**config.mk**
```make
export PLATFORM = sky130hd
export DESIGN_NAME = ram_loader
export DESIGN_NICKNAME = d
export VERILOG_FILES = /design/src/rtl/sap1_pkg.sv /design/src/rtl/ram_loader.sv
export SDC_FILE = /design/constraint.sdc
export NUM_CORES = 1
export LEC_CHECK = 0
export ABC_AREA = 1
export ABC_CLOCK_PERIOD_IN_PS = 7090
export CAP_MARGIN = 20
export CORE_ASPECT_RATIO = 0.5
export CORE_MARGIN = 2
export CORE_UTILIZATION = 36
export DETAILED_ROUTE_END_ITERATION = 8
export GPL_TIMING_DRIVEN = 0
export PLACE_DENSITY = 0.55
export SLEW_MARGIN = 20
export SYNTH_ARGS = -nofsm -noshare
export SYNTH_HDL_FRONTEND = slang
export SYNTH_SLANG_ARGS = --single-unit
export TNS_END_PERCENT = 10
```
**constraint.sdc**
```tcl
create_clock -name clk -period 7.09 [get_ports clk]
set_input_delay 1.418 -clock clk [delete_from_list [all_inputs] [get_ports clk]]
set_output_delay 1.418 -clock clk [all_outputs]
set_load 0.005 [all_outputs]
```
**src/rtl/sap1_pkg.sv**
```systemverilog
// Shared SAP-1 definitions: bus widths, loader state encoding and opcodes.
// Imported by the RAM loader and by benches that build test programs.
package sap1_pkg;

    localparam int unsigned SAP_ADDR_W = 4;
    localparam int unsigned SAP_DATA_W = 8;
    localparam int unsigned SAP_DEPTH  = 16;

    typedef enum logic [2:0] {
        LD_IDLE  = 3'd0,
        LD_LOAD  = 3'd1,
        LD_WRITE = 3'd2,
        LD_VADDR = 3'd3,
        LD_VCMP  = 3'd4,
        LD_DONE  = 3'd5,
        LD_ERROR = 3'd6
    } ld_state_e;

    // SAP-1 instruction opcodes (upper nibble of a program byte)
    localparam logic [3:0] OP_LDA = 4'h0;
    localparam logic [3:0] OP_ADD = 4'h1;
    localparam logic [3:0] OP_SUB = 4'h2;
    localparam logic [3:0] OP_OUT = 4'hE;
    localparam logic [3:0] OP_HLT = 4'hF;

endpackage

```
**src/rtl/ram_loader.sv**
```systemverilog
// Streams program bytes into the SAP-1 RAM, optionally reads them back against
// a shadow copy, and holds the CPU idle while a pass is in progress.
module ram_loader
    import sap1_pkg::*;
#(
    parameter int unsigned ADDR_W = SAP_ADDR_W,
    parameter int unsigned DATA_W = SAP_DATA_W,
    parameter int unsigned DEPTH  = SAP_DEPTH,
    parameter int unsigned VERIFY = 1
) (
    input  logic              clk,
    input  logic              rst,
    input  logic              start,
    input  logic              in_valid,
    input  logic [DATA_W-1:0] in_data,
    output logic              in_ready,
    output logic              ram_we,
    output logic [ADDR_W-1:0] ram_addr,
    output logic [DATA_W-1:0] ram_wdata,
    input  logic [DATA_W-1:0] ram_rdata,
    output logic              busy,
    output logic              cpu_hold,
    output logic              done,
    output logic              error,
    output logic [ADDR_W-1:0] err_addr
);

    localparam logic [ADDR_W-1:0] LAST_ADDR = ADDR_W'(DEPTH - 1);

    ld_state_e         state_q, state_d;
    logic [ADDR_W-1:0] cnt_q, cnt_d;
    logic              in_ready_q, in_ready_d;
    logic              ram_we_q, ram_we_d;
    logic [ADDR_W-1:0] ram_addr_q, ram_addr_d;
    logic [DATA_W-1:0] ram_wdata_q, ram_wdata_d;
    logic              busy_q, busy_d;
    logic              done_q, done_d;
    logic              error_q, error_d;
    logic [ADDR_W-1:0] err_addr_q, err_addr_d;
    logic [DATA_W-1:0] shadow_q [DEPTH];
    logic [DATA_W-1:0] shadow_d [DEPTH];

    // State and datapath registers
    always_ff @(posedge clk or posedge rst) begin
        if (rst) begin
            state_q     <= LD_IDLE;
            cnt_q       <= '0;
            in_ready_q  <= 1'b0;
            ram_we_q    <= 1'b0;
            ram_addr_q  <= '0;
            ram_wdata_q <= '0;
            busy_q      <= 1'b0;
            done_q      <= 1'b0;
            error_q     <= 1'b0;
            err_addr_q  <= '0;
            shadow_q    <= '{default: '0};
        end else begin
            state_q     <= state_d;
            cnt_q       <= cnt_d;
            in_ready_q  <= in_ready_d;
            ram_we_q    <= ram_we_d;
            ram_addr_q  <= ram_addr_d;
            ram_wdata_q <= ram_wdata_d;
            busy_q      <= busy_d;
            done_q      <= done_d;
            error_q     <= error_d;
            err_addr_q  <= err_addr_d;
            shadow_q    <= shadow_d;
        end
    end

    // Next-state and next-output logic
    always_comb begin
        state_d     = state_q;
        cnt_d       = cnt_q;
        in_ready_d  = in_ready_q;
        ram_we_d    = 1'b0;
        ram_addr_d  = ram_addr_q;
        ram_wdata_d = ram_wdata_q;
        busy_d      = busy_q;
        done_d      = done_q;
        error_d     = error_q;
        err_addr_d  = err_addr_q;
        shadow_d    = shadow_q;

        unique case (state_q)
            LD_IDLE, LD_DONE, LD_ERROR: begin
                if (start) begin
                    state_d    = LD_LOAD;
                    cnt_d      = '0;
                    done_d     = 1'b0;
                    error_d    = 1'b0;
                    err_addr_d = '0;
                    busy_d     = 1'b1;
                    in_ready_d = 1'b1;
                    ram_addr_d = '0;
                end
            end

            LD_LOAD: begin
                if (in_valid && in_ready_q) begin
                    ram_addr_d       = cnt_q;
                    ram_wdata_d      = in_data;
                    ram_we_d         = 1'b1;
                    in_ready_d       = 1'b0;
                    shadow_d[cnt_q]  = in_data;
                    state_d          = LD_WRITE;
                end
            end

            LD_WRITE: begin
                if (cnt_q == LAST_ADDR) begin
                    cnt_d      = '0;
                    ram_addr_d = '0;
                    if (VERIFY != 0) begin
                        state_d = LD_VADDR;
                    end else begin
                        state_d = LD_DONE;
                        done_d  = 1'b1;
                        busy_d  = 1'b0;
                    end
                end else begin
                    cnt_d      = cnt_q + ADDR_W'(1);
                    in_ready_d = 1'b1;
                    state_d    = LD_LOAD;
                end
            end

            // Address was set on entry; this cycle lets a registered RAM catch up
            LD_VADDR: begin
                ram_addr_d = cnt_q;
                state_d    = LD_VCMP;
            end

            LD_VCMP: begin
                if (ram_rdata != shadow_q[cnt_q]) begin
                    error_d    = 1'b1;
                    err_addr_d = cnt_q;
                    busy_d     = 1'b0;
                    ram_addr_d = '0;
                    state_d    = LD_ERROR;
                end else if (cnt_q == LAST_ADDR) begin
                    done_d     = 1'b1;
                    busy_d     = 1'b0;
                    ram_addr_d = '0;
                    state_d    = LD_DONE;
                end else begin
                    cnt_d      = cnt_q + ADDR_W'(1);
                    ram_addr_d = cnt_q + ADDR_W'(1);
                    state_d    = LD_VADDR;
                end
            end

            default: begin
                state_d = LD_IDLE;
            end
        endcase
    end

    assign in_ready  = in_ready_q;
    assign ram_we    = ram_we_q;
    assign ram_addr  = ram_addr_q;
    assign ram_wdata = ram_wdata_q;
    assign busy      = busy_q;
    assign cpu_hold  = busy_q;
    assign done      = done_q;
    assign error     = error_q;
    assign err_addr  = err_addr_q;

endmodule

```
# After elaboration in Yosys (flattened, before gate mapping)
# Cells that the tools add are included.
[totals]
register_bits = 156
input_bits = 20
out_inout_bits = 22
elab_cells = 101
[op_classes]
add_sub_neg = 1
order_cmp = 2
n_eq_ne = 17
mux = 38
bitwise_logic = 1
n_reduce_logical = 16
[ops]
columns = ["op", "count"]
rows = [
  ["bitwise mux 128 bit", 1],
  ["binary-select mux 8 bit (select 4 bit)", 1],
  ["demux 8 bit (select 4 bit)", 1],
  ["2-to-1 mux 4 bit", 8],
  ["2-to-1 mux 8 bit", 3],
  ["one-hot mux 4 bit (5 select lines)", 1],
  ["inequality test 2 bit, second input constant", 8],
  ["AND reduction 4 bit", 4],
  ["one-hot mux 3 bit (5 select lines)", 1],
  ["2-to-1 mux 3 bit", 4],
  ["one-hot mux 4 bit (3 select lines)", 1],
  ["2-to-1 mux 1 bit", 11],
  ["== test 3 bit, second input constant", 3],
  ["inequality test 8 bit", 1],
  ["one-hot mux 4 bit (2 select lines)", 1],
  ["== test 3 x 2 -> 1 bit, second input constant", 2],
  ["one-hot mux 1 bit (2 select lines)", 3],
  ["AND reduction 3 bit", 2],
  ["nonzero test 3 bit", 2],
  ["greater-or-equal comparator 5 bit, second input constant", 1],
  ["less-than comparator 5 x 1 -> 1 bit, second input constant", 1],
  ["NOT 4 -> 5 bit", 1],
  ["nonzero test 5 bit", 1],
  ["adder 4 x 1 -> 4 bit, second input constant", 1],
  ["other kinds (10)", 12],
]

# Logic depth before layout (Yosys ltp)
# Gate-level depths: netlist (run 1).
[logic_depth]
ltp_word = 7
mapped_depth = 19
depth_no_buf = 18

# Worst setup path before layout (run 1)
# No wires, ideal clock.
[synth_path]
path_kind = "in2reg"
start = "input in_valid"
end = "register shadow_q[111] (netlist name)"
arrival_ns = 2.559
required_ns = 6.957
slack_ns = 4.397
cell_stages = 9
n_path_buf = 2
path_cell_list = "nand2_1 > nor3_2 > inv_2 > buf_2 > nor2_2 > nand2_1 > buf_2 > nand2_1 > o21ai_0"
[synth_between]
elab_chain_len = 2
[synth_rtl]
columns = ["element", "line", "rtl"]
rows = [
  ["start, declared", "ram_loader.sv:14", "input logic in_valid,"],
  ["logical AND 1 bit", "ram_loader.sv:101", "if (in_valid && in_ready_q) begin"],
  ["AND reduction 2 bit (no source line)", "--", ""],
  ["end signal, assigned", "ram_loader.sv:68", "shadow_q <= shadow_d;"],
  ["end, declared", "ram_loader.sv:40", "logic [DATA_W-1:0] shadow_q [DEPTH];"],
]
# Every way passes these cells.
# A chain may end at the register's enable or synchronous reset.

# Final worst setup path (run 1)
[layout_path]
start = "input in_valid"
end = "register shadow_q[16] (netlist name)"
# The elaborated chain is that of the path after synthesis.

==> impl_metrics.ini, run 1 <==
[drt]
drtIter0Drc = 752
drtAntennaViolNets = 0
dr_wl_met2_um = 9984
dr.pass1.iters = 5
num_vias = 6921
dr_wl_met3_um = 1842
drc = 0
wl_met1_um = 11780
wl_per_cell_um = 17.22
drt-total-wl_um = 24020
viasPerCell = 4.961
highest_layer = met4

[timing]
clock_skew_ns = 0.01021
final.period_utilization_pct = 50.62
worst_pin_slew_ns = 0.8446
maxSlewHeadroom_pct = 43.69
clock.fmax_mhz = 278.6
hold_viol_final = 0
rsz0062_at_grt = false
period_needed_ns = 3.589
maxSlewViolCount = 0
fin_ws_ns = 3.501
setup_violations = 0
whs_ns = 0.4706

[cells_and_area]
seqCellArea_mm2 = 0.003904
drive_gt1_share_pct = 7.487
n_antenna_cell = 0
final_nets = 1133
n_fill_cell = 2127
utilization_pct = 43.85
syn2layout_area_growth_pct = 18.34
multiInputGateArea_mm2 = 0.003136

[placement]
dp_hpwl_um = 16290
gp_congestion = 0.8231
io_buffer_count = 41
pre_cts_slack_ns = 3.135

[global_routing]
grt_usage_pct = 22.78
grt.overflow.total = 0
grt_pass1_wl_um = 37980
antenna_found_initial = 1
grt_max_degree = 80
grt_pass1_vias = 6576

[clocking]
cts_root_buf = clkbuf_16
ctsLongestPathBuffers = 2
cts_hold_buf = 0
path_clk_slew_ns = 0.07
cts_sinks = 156
cts_buffers = 17
insertion_delay_ns = 0.45
cts_setup_buffers = 0
cts_tree = yes
cts.repair.resized = 0
htreeDepth = 4

[status]
status = finished clean

[floorplan]
die-width_um = 210.8
die-area_mm2 = 0.02265
io_pins = 42
num_rows = 37
die_y_um = 107.4
initial_core_util_pct = 37.05
coreArea_mm2 = 0.02079

[pwr]
swShare_pct = 37.23
sequentialPowerShare_pct = 35.2
ir_worst_vdd_mv = 0.1603
leakage_nw = 4.510
combPwrFrac_pct = 33.0
power.internal_mw = 1.942
powerDensity_mw_per_mm2 = 339.4
p_clk_share_pct = 31.8
switchingPower_mw = 1.152

[min_path]
worstHoldStart = err_addr[0]
worstHoldPathType = reg -> reg

[setup_path]
worstSetupStartpointType = primary input
endpoint_kind = register
startpoint = in_valid
crit_type = in -> reg
r2r_start = cnt_q[1]
critPathRequiredTime_ns = 7.38
crit_arrival_ns = 3.88
cp_max_fo = 10

[yosys]
netlist_area_mm2 = 0.007701
synthesis.nets = 1072
seq_area_frac_synth_pct = 50.69
synthCells = 1048
ys_seq_elements = 156
yosysWarnings = 0
synth_cell_types = 27
avgSynthCellArea_um2 = 7.348

[run]
cap_violations = 0
[worst paths after layout]
| path | end | slack [ns] | cells past startpoint |
|---|---|---|---|
| worst max-delay path | shadow_q[16] | 3.50 | 10 |
| worst max register to register | cnt_q[1] | 4.09 | 18 |
| max in group asynchronous | ram_wdata[6] | 4.87 | 3 |
| worst min register to register | err_addr[0] | 0.47 | 2 |
| min in group asynchronous | err_addr[3] | 1.43 | 2 |
| worst min-delay path | err_addr[0] | 0.47 | 2 |
[critical path, cell delays in order]
cell	delay [ns]
clkdlybuf4s50_1	0.46
nand2_1	0.08
nor3_2	0.62
inv_2	0.08
buf_2	0.24
nor2_2	0.29
nand2_1	0.27
buf_2	0.26
nand2_1	0.07
o21ai_0	0.08
[routing by layer]
layer	GRT usage, %	vias up
met1	33.23	3292
met5	0	-
met2	33.03	225
li1	-	3380
met4	7.696	0
met3	5.338	24
[synthesized netlist by cell type]
cell      instances  area, um^2
nor3_2            1       10.01
buf_4             3       22.52
nor4_1            1       6.260
nor2_4            1       11.26
buf_6             4       45.04
nand4_1           4       25.02
a21oi_1           4       20.02
ha_1              4       50.05
buf_1             1       3.750
nand2_2           4       25.02
o21ai_0         147       735.7
xor2_1            1       8.760
nor2_1           70       262.8
o21a_1            1       7.510
inv_2             4       15.01
xnor2_1           1       8.760
nor2_2            5       31.28
dfrtp_1         156        3904
clkbuf_1         20       75.07
inv_1            96       360.4
nand2_1         426        1599
o211ai_1          1       7.510
or2_1             1       6.260
nor3_1            4       20.02
o21ai_1          23       115.1
buf_2            28       140.1
nand3_1          37       185.2
[registers in the layout, indices dropped and copies added (netlist names)]
name and flops:
err_addr 4, ram_wdata 8, ram_addr 4, shadow_q 128, busy 1, ram_we 1, cnt_q 4, done 1
state_q 3, error 1, in_ready 1
[through the flow]
stage	power [mW]	area [um^2]	setup TNS, ns	cells
2_1_floorplan	1.737	7701	0	1048
6_report	3.093	9114	0	1395
3_3_place_gp	2.100	8453	-132.78	1362
3_5_place_dp	2.107	8488	0	1363
5_1_grt	3.285	9114	0	1395
4_1_cts	3.093	9114	0	1395
[power groups by stage]
stage	registers [mW]	logic, mW	clock network (mW)
global route	1.10	1.15	1.03
global placement	1.10	1.00	0
finish	1.09	1.02	0.983
floorplan	1.09	0.651	0
detailed placement	1.10	1.01	0
CTS	1.09	1.01	0.994
[placed cells by master (no fill, tap or decap), drive strengths merged]
cell	n
o21ai	170
o21a	1
inv	103
dfrtp	156
clkdlybuf4s50	41
buf	37
nand2	430
bufinv	3
o211ai	1
nor2	76
nor4	1
nand4	4
ha	4
xor2	1
nor3	5
clkinvlp	2
xnor2	1
clkbuf	40
clkinv	4
or2	1
nand3	37
a21oi	4
[kinds of logic after synthesis]
kind of cell,after synthesis,synth area share [%]
simple gates,554,28.33
fa+ha+maj,4,0.6499
buf+inv,156,8.594
compound gates,176,11.50
flops,156,50.69
xor+xnor,2,0.2275
[cell type report]
cell class	instances	share of cell area, %
clock buffers	20	5.121
inverters	100	4.201
flip-flops and latches	156	42.83
plain buffers	56	3.144
clock inverters	12	1.744
multi-input cells	736	34.40
well taps	273	3.748
repair buffers	42	4.805
Power figures use the tool's default switching activity.
==> inputs of run 2 (changes only) <==
--- a/config.mk
+++ b/config.mk
@@ -6,7 +6,7 @@
 export NUM_CORES = 1
 export LEC_CHECK = 0
 export ABC_AREA = 1
-export ABC_CLOCK_PERIOD_IN_PS = 7090
+export ABC_CLOCK_PERIOD_IN_PS = 3400
 export CAP_MARGIN = 20
 export CORE_ASPECT_RATIO = 0.5
 export CORE_MARGIN = 2
==> constraint.sdc (replaced) <==
create_clock -name clk -period 3.4 [get_ports clk]
set_input_delay 0.68 -clock clk [delete_from_list [all_inputs] [get_ports clk]]
set_output_delay 0.68 -clock clk [all_outputs]
set_load 0.005 [all_outputs]
==> run 2 against run 1 <==
  * Largest cell class unchanged
  * Critical path type is now reg -> reg
  * Cell count rose by 0.14%
  * Critical path depth rose by 5
  * Clock-buffer cell count did not move
  * Clock power rose by 120%
  * Total power rose by 110%
  * Highest routed layer unchanged
  * Die area did not move
==> impl_metrics.ini, run 2 (synthesis gave the netlist of run 1 again) <==
[clocking]
cts.repair.resized = 0
cts_hold_buf = 0
path_clk_slew_ns = 0.06
cts_setup_buffers = 0
cts_tree = yes
cts_root_buf = clkbuf_16
insertion_delay_ns = 0.44
ctsLongestPathBuffers = 2
cts_buffers = 17
cts_sinks = 156
htreeDepth = 4

[setup_path]
crit_type = reg -> reg
startpoint = cnt_q[1]
worstPathCellList = buf_2 > buf_1 > nand2_1 > nand2_1 > nand2_1 > nand2_1 > o21ai_0 > nand2_1 > nand2_1 > nor2_2 > nand3_1 > nand2_2 > nand2_1 > nand2_1 > nand2_1
cp_max_fo = 10
reg2reg_to = cnt_q[1]
max_stage_delay_ns = 0.60
worst_path_most_repeated_cell = nand2_1
slowest_stage = buf_1
crit_family = simple AND/OR/NAND/NOR gates
r2r.worst_path.cells = 15
crit_buf_inv = 2
endpoint_kind = register
worstSetupStartpointType = register
r2r_setup_slack_ns = 0.36
critPathRequiredTime_ns = 3.72
r2r_start = cnt_q[1]
crit_arrival_ns = 3.36
path_depth = 15
cp-endpoint = cnt_q[1]

[global_routing]
grt_pass1_vias = 6625
grt_max_degree = 34
grt_usage_pct = 23.01
grt_pass1_wl_um = 38490
grt.overflow.total = 0
antenna_found_initial = 0

[placement]
io_buffer_count = 41
dp_cells = 1367
pre_cts_slack_ns = 0.1411
gp_congestion = 0.8211
dp_hpwl_um = 16810

[drt]
wl_met1_um = 12600
viasPerCell = 5.009
drtIter0Drc = 701
num_vias = 6997
dr.pass1.iters = 5
wl_per_cell_um = 17.67
drtAntennaViolNets = 0
dr_wl_met3_um = 1451
highest_layer = met4
drc = 0
dr_wl_met2_um = 10150
drt-total-wl_um = 24690

[timing]
final.period_utilization_pct = 89.37
rsz0062_at_grt = false
fin_setup_tns_ns = 0
worst_pin_slew_ns = 0.8259
whs_ns = 0.4748
period_needed_ns = 3.039
clock.fmax_mhz = 329.1
hold_viol_final = 0
setup_violations = 0
clock_skew_ns = 0.01055
maxSlewViolCount = 0
fin_ws_ns = 0.3614
maxSlewHeadroom_pct = 44.94

[floorplan]
coreArea_mm2 = 0.02079
die-area_mm2 = 0.02265
die_y_um = 107.4
num_rows = 37
io_pins = 42
die-width_um = 210.8
initial_core_util_pct = 37.05

[cells_and_area]
largest_register_ffs = 128
final_common_cell = nand2_1
drive_gt1_share_pct = 7.651
n_antenna_cell = 0
mostFrequentLayoutCells = 426 x nand2_1, 156 x dfrtp_1, 147 x o21ai_0, 95 x inv_1, 70 x nor2_1
final_nets = 1137
syn2layout_area_growth_pct = 19.61
regMostFlops = shadow_q
fin_cells = 1397

[pwr]
leakage_nw = 4.549
ir_worst_vdd_mv = 0.3131
powerDensity_mw_per_mm2 = 716.4
power.total_mw = 6.599

[min_path]
worstHoldPathType = reg -> reg

[status]
status = finished clean

[run]
cap_violations = 0
[run 2: cell types whose count changed in the layout (fill, tap and decap cells not counted)]
cell        change
buf_12          +5
buf_16          -1
bufinv_16       +2
clkinv_2        -1
clkinv_4        -1
clkinvlp_4      +1
inv_6           -2
inv_8           -1
[run 2: power by group]
| group | internal, mW | leakage (nW) | switching, mW |
|---|---|---|---|
| logic | 0.729 | 2.10 | 1.43 |
| registers | 2.11 | 2.13 | 0.163 |
| clock network | 1.36 | 0.315 | 0.813 |
| total | 4.19 | 4.55 | 2.41 |
[run 2: area by class of cell]
type | instances | area (um^2)
flip-flops and latches | 156 | 3904
inverters | 100 | 379.1
multi-input cells | 736 | 3136
well taps | 273 | 341.6
plain buffers | 56 | 286.5
clock inverters | 10 | 187.7
fillers | 2139 | 11570
clock buffers | 20 | 466.7
repair buffers | 46 | 510.5
[run 2: per-stage QoR]
step                cell area, um^2  utilization [%]
floorplan                      7705                -
global placement               8457            40.69
detailed placement             8557            41.17
CTS                            9211            44.31
global route                   9211            44.31
finish                         9211            44.31
[run 2: worst min-delay path by stage]
stage	startpoint	slack (ns)	to	cells after the start
floorplan	shadow_q[112]	0.45	shadow_q[112]	2
global placement	shadow_q[20]	0.46	shadow_q[20]	2
detailed placement	err_addr[0]	0.46	err_addr[0]	2
CTS	err_addr[0]	0.48	err_addr[0]	2
global route	ram_addr[2]	0.50	ram_addr[2]	2
finish	done	0.47	done	2
[run 2: worst min-delay path: cells and delay by family (launching register included)]
kind	cells	cell delay, ns
AND/OR/NAND/NOR	2	0.09
flip-flops	1	0.35
[run 2: layer usage]
metal	vias to the layer above	global-route usage (%)
met2	241	33.62
li1	3383	-
met3	37	3.763
met5	-	0
met1	3336	34.46
met4	0	7.696
==> inputs of run 3 (changes only) <==
--- a/config.mk
+++ b/config.mk
@@ -10,10 +10,10 @@
 export CAP_MARGIN = 20
 export CORE_ASPECT_RATIO = 0.5
 export CORE_MARGIN = 2
-export CORE_UTILIZATION = 36
+export CORE_UTILIZATION = 53
 export DETAILED_ROUTE_END_ITERATION = 8
 export GPL_TIMING_DRIVEN = 0
-export PLACE_DENSITY = 0.55
+export PLACE_DENSITY = 0.74
 export SLEW_MARGIN = 20
 export SYNTH_ARGS = -nofsm -noshare
 export SYNTH_HDL_FRONTEND = slang
==> run 3 against run 2 <==
  * Critical path depth up 3
  * Sequential share of layout area up 0.65 points
  * Hold slack better by 0.0022 ns
  * Total power down 2.4%
  * Critical path type unchanged
  * Sequential power about the same
  * Combinational power about the same
  * Clock-buffer cell count down 2
  * Fmax up 3.3%
  * Die area down 31%
  * Worst setup slack better by 0.098 ns
==> impl_metrics.ini, run 3 (synthesis gave the netlist of run 1 again) <==
[setup_path]
slowest_stage = dfrtp_1
r2r_setup_slack_ns = 0.46
cp_max_fo = 10
worstPathCellList = buf_2 > inv_2 > buf_2 > nor2_1 > o21ai_1 > nand2_1 > nand2_1 > nand2_1 > nor2_1 > nand2_1 > nand2_1 > nand2_1 > nor2_2 > nand3_1 > nand2_2 > nand2_1 > nand2_1 > nand2_1
worst_path_most_repeated_cell = nand2_1
crit_type = reg -> reg
worstSetupStartpointType = register
r2r_start = cnt_q[1]
reg2reg_to = cnt_q[0]
max_stage_delay_ns = 0.45
critPathRequiredTime_ns = 3.71
endpoint_kind = register
crit_arrival_ns = 3.26
r2r.worst_path.cells = 18

[pwr]
ir_worst_vdd_mv = 0.4453
powerDensity_mw_per_mm2 = 709.7
leakage_nw = 4.530
power.total_mw = 6.438

[placement]
gp_congestion = 0.9094
io_buffer_count = 41
placed_area_mm2 = 0.008463
dp_hpwl_um = 15380

[clocking]
cts_buffers = 17
ctsLongestPathBuffers = 2
cts_root_buf = clkbuf_16
path_clk_slew_ns = 0.06
cts_setup_buffers = 0
cts_sinks = 156
cts_tree = yes
cts_hold_buf = 0
htreeDepth = 4
cts.repair.resized = 0
insertion_delay_ns = 0.43

[cells_and_area]
design_area_mm2 = 0.009072
regMostFlops = shadow_q
final_nets = 1137
final_common_cell = nand2_1
n_antenna_cell = 0
mostFrequentLayoutCells = 426 x nand2_1, 156 x dfrtp_1, 147 x o21ai_0, 95 x inv_1, 70 x nor2_1
n_fill_cell = 1245
largest_register_ffs = 128
syn2layout_area_growth_pct = 17.81
drive_gt1_share_pct = 7.815

[floorplan]
die-width_um = 174.5
num_rows = 31
die_y_um = 89.24
initial_core_util_pct = 53.81
coreArea_mm2 = 0.01431
die-area_mm2 = 0.01557
io_pins = 42

[drt]
highest_layer = met4
num_vias = 7256
dr_wl_met3_um = 2347
wl_met1_um = 10320
viasPerCell = 5.480
dr.pass1.iters = 6
drt-total-wl_um = 22780
wl_per_cell_um = 17.21
drc = 0
drtAntennaViolNets = 0
drtIter0Drc = 822
dr_wl_met2_um = 9494

[global_routing]
grt_pass1_wl_um = 36100
grt_usage_pct = 31.00
antenna_found_initial = 0
grt_pass1_vias = 6776
grt.overflow.total = 0
grt_max_degree = 32

[timing]
clock.fmax_mhz = 340.0
worst_pin_slew_ns = 0.7378
setup_violations = 0
whs_ns = 0.4770
maxSlewViolCount = 0
rsz0062_at_grt = false
maxSlewHeadroom_pct = 50.55
period_needed_ns = 2.941
clock_skew_ns = 0.01143
hold_viol_final = 0
fin_setup_tns_ns = 0
final.period_utilization_pct = 86.50

[min_path]
worstHoldPathType = reg -> reg
holdPathEnd = err_addr[2]
worstHoldStart = err_addr[2]
holdPathStages = 2

[run]
cap_violations = 0

[status]
status = finished clean
## run 3: cell type report
| type | count | area (um^2) | area share (%) |
|---|---|---|---|
| timing repair buffer | 46 | 510.5 | 5.627 |
| buffer | 56 | 286.5 | 3.158 |
| clock buffer | 18 | 439.2 | 4.841 |
| multi-input combinational | 736 | 3136 | 34.56 |
| tap | 198 | 247.7 | 2.731 |
| sequential | 156 | 3904 | 43.03 |
| inverter | 100 | 379.1 | 4.179 |
| clock inverter | 14 | 170.2 | 1.876 |
## run 3: metal layers
layer	vias to the layer above	track usage, %
met5	-	0
met4	0	11.99
met3	57	6.037
met2	419	47.33
met1	3386	44.40
li1	3394	-
## run 3: worst max path at each step
stage | start | to | slack [ns] | depth (start not counted)
5_1_grt | cnt_q[1] | cnt_q[1] | 0.30 | 18
2_1_floorplan | rst | busy | 0.75 | 1
3_3_place_gp | rst | ram_wdata[1] | -0.57 | 2
3_5_place_dp | in_valid | shadow_q[48] | 0.23 | 10
6_report | cnt_q[1] | cnt_q[0] | 0.46 | 18
4_1_cts | cnt_q[1] | cnt_q[1] | 0.58 | 18
## run 3: critical path: cells and delay by family, from the launching register on
kind                   cells  cell delay [ns]
buffers and inverters      3             0.72
AND/OR/NAND/NOR           14             1.49
flip-flops                 1             0.45
AO/OA/AOI/OAI              1             0.17
## run 3: power by group
group	switching, mW	total (mW)	leakage, nW	internal [mW]
clock	0.864	2.00	0.295	1.13
combinational	1.43	2.16	2.10	0.730
sequential	0.171	2.28	2.13	2.11
total	2.47	6.44	4.53	3.97
## run 3: through the flow
step	setup slack [ns]	utilization (%)	instances
after global routing	0.2993	63.39	1324
after detailed placement	0.2287	59.13	1292
after floorplan	0.7471	-	1048
final	0.4591	63.39	1324
after CTS	0.5762	63.39	1324
after global placement	-0.5703	58.43	1287
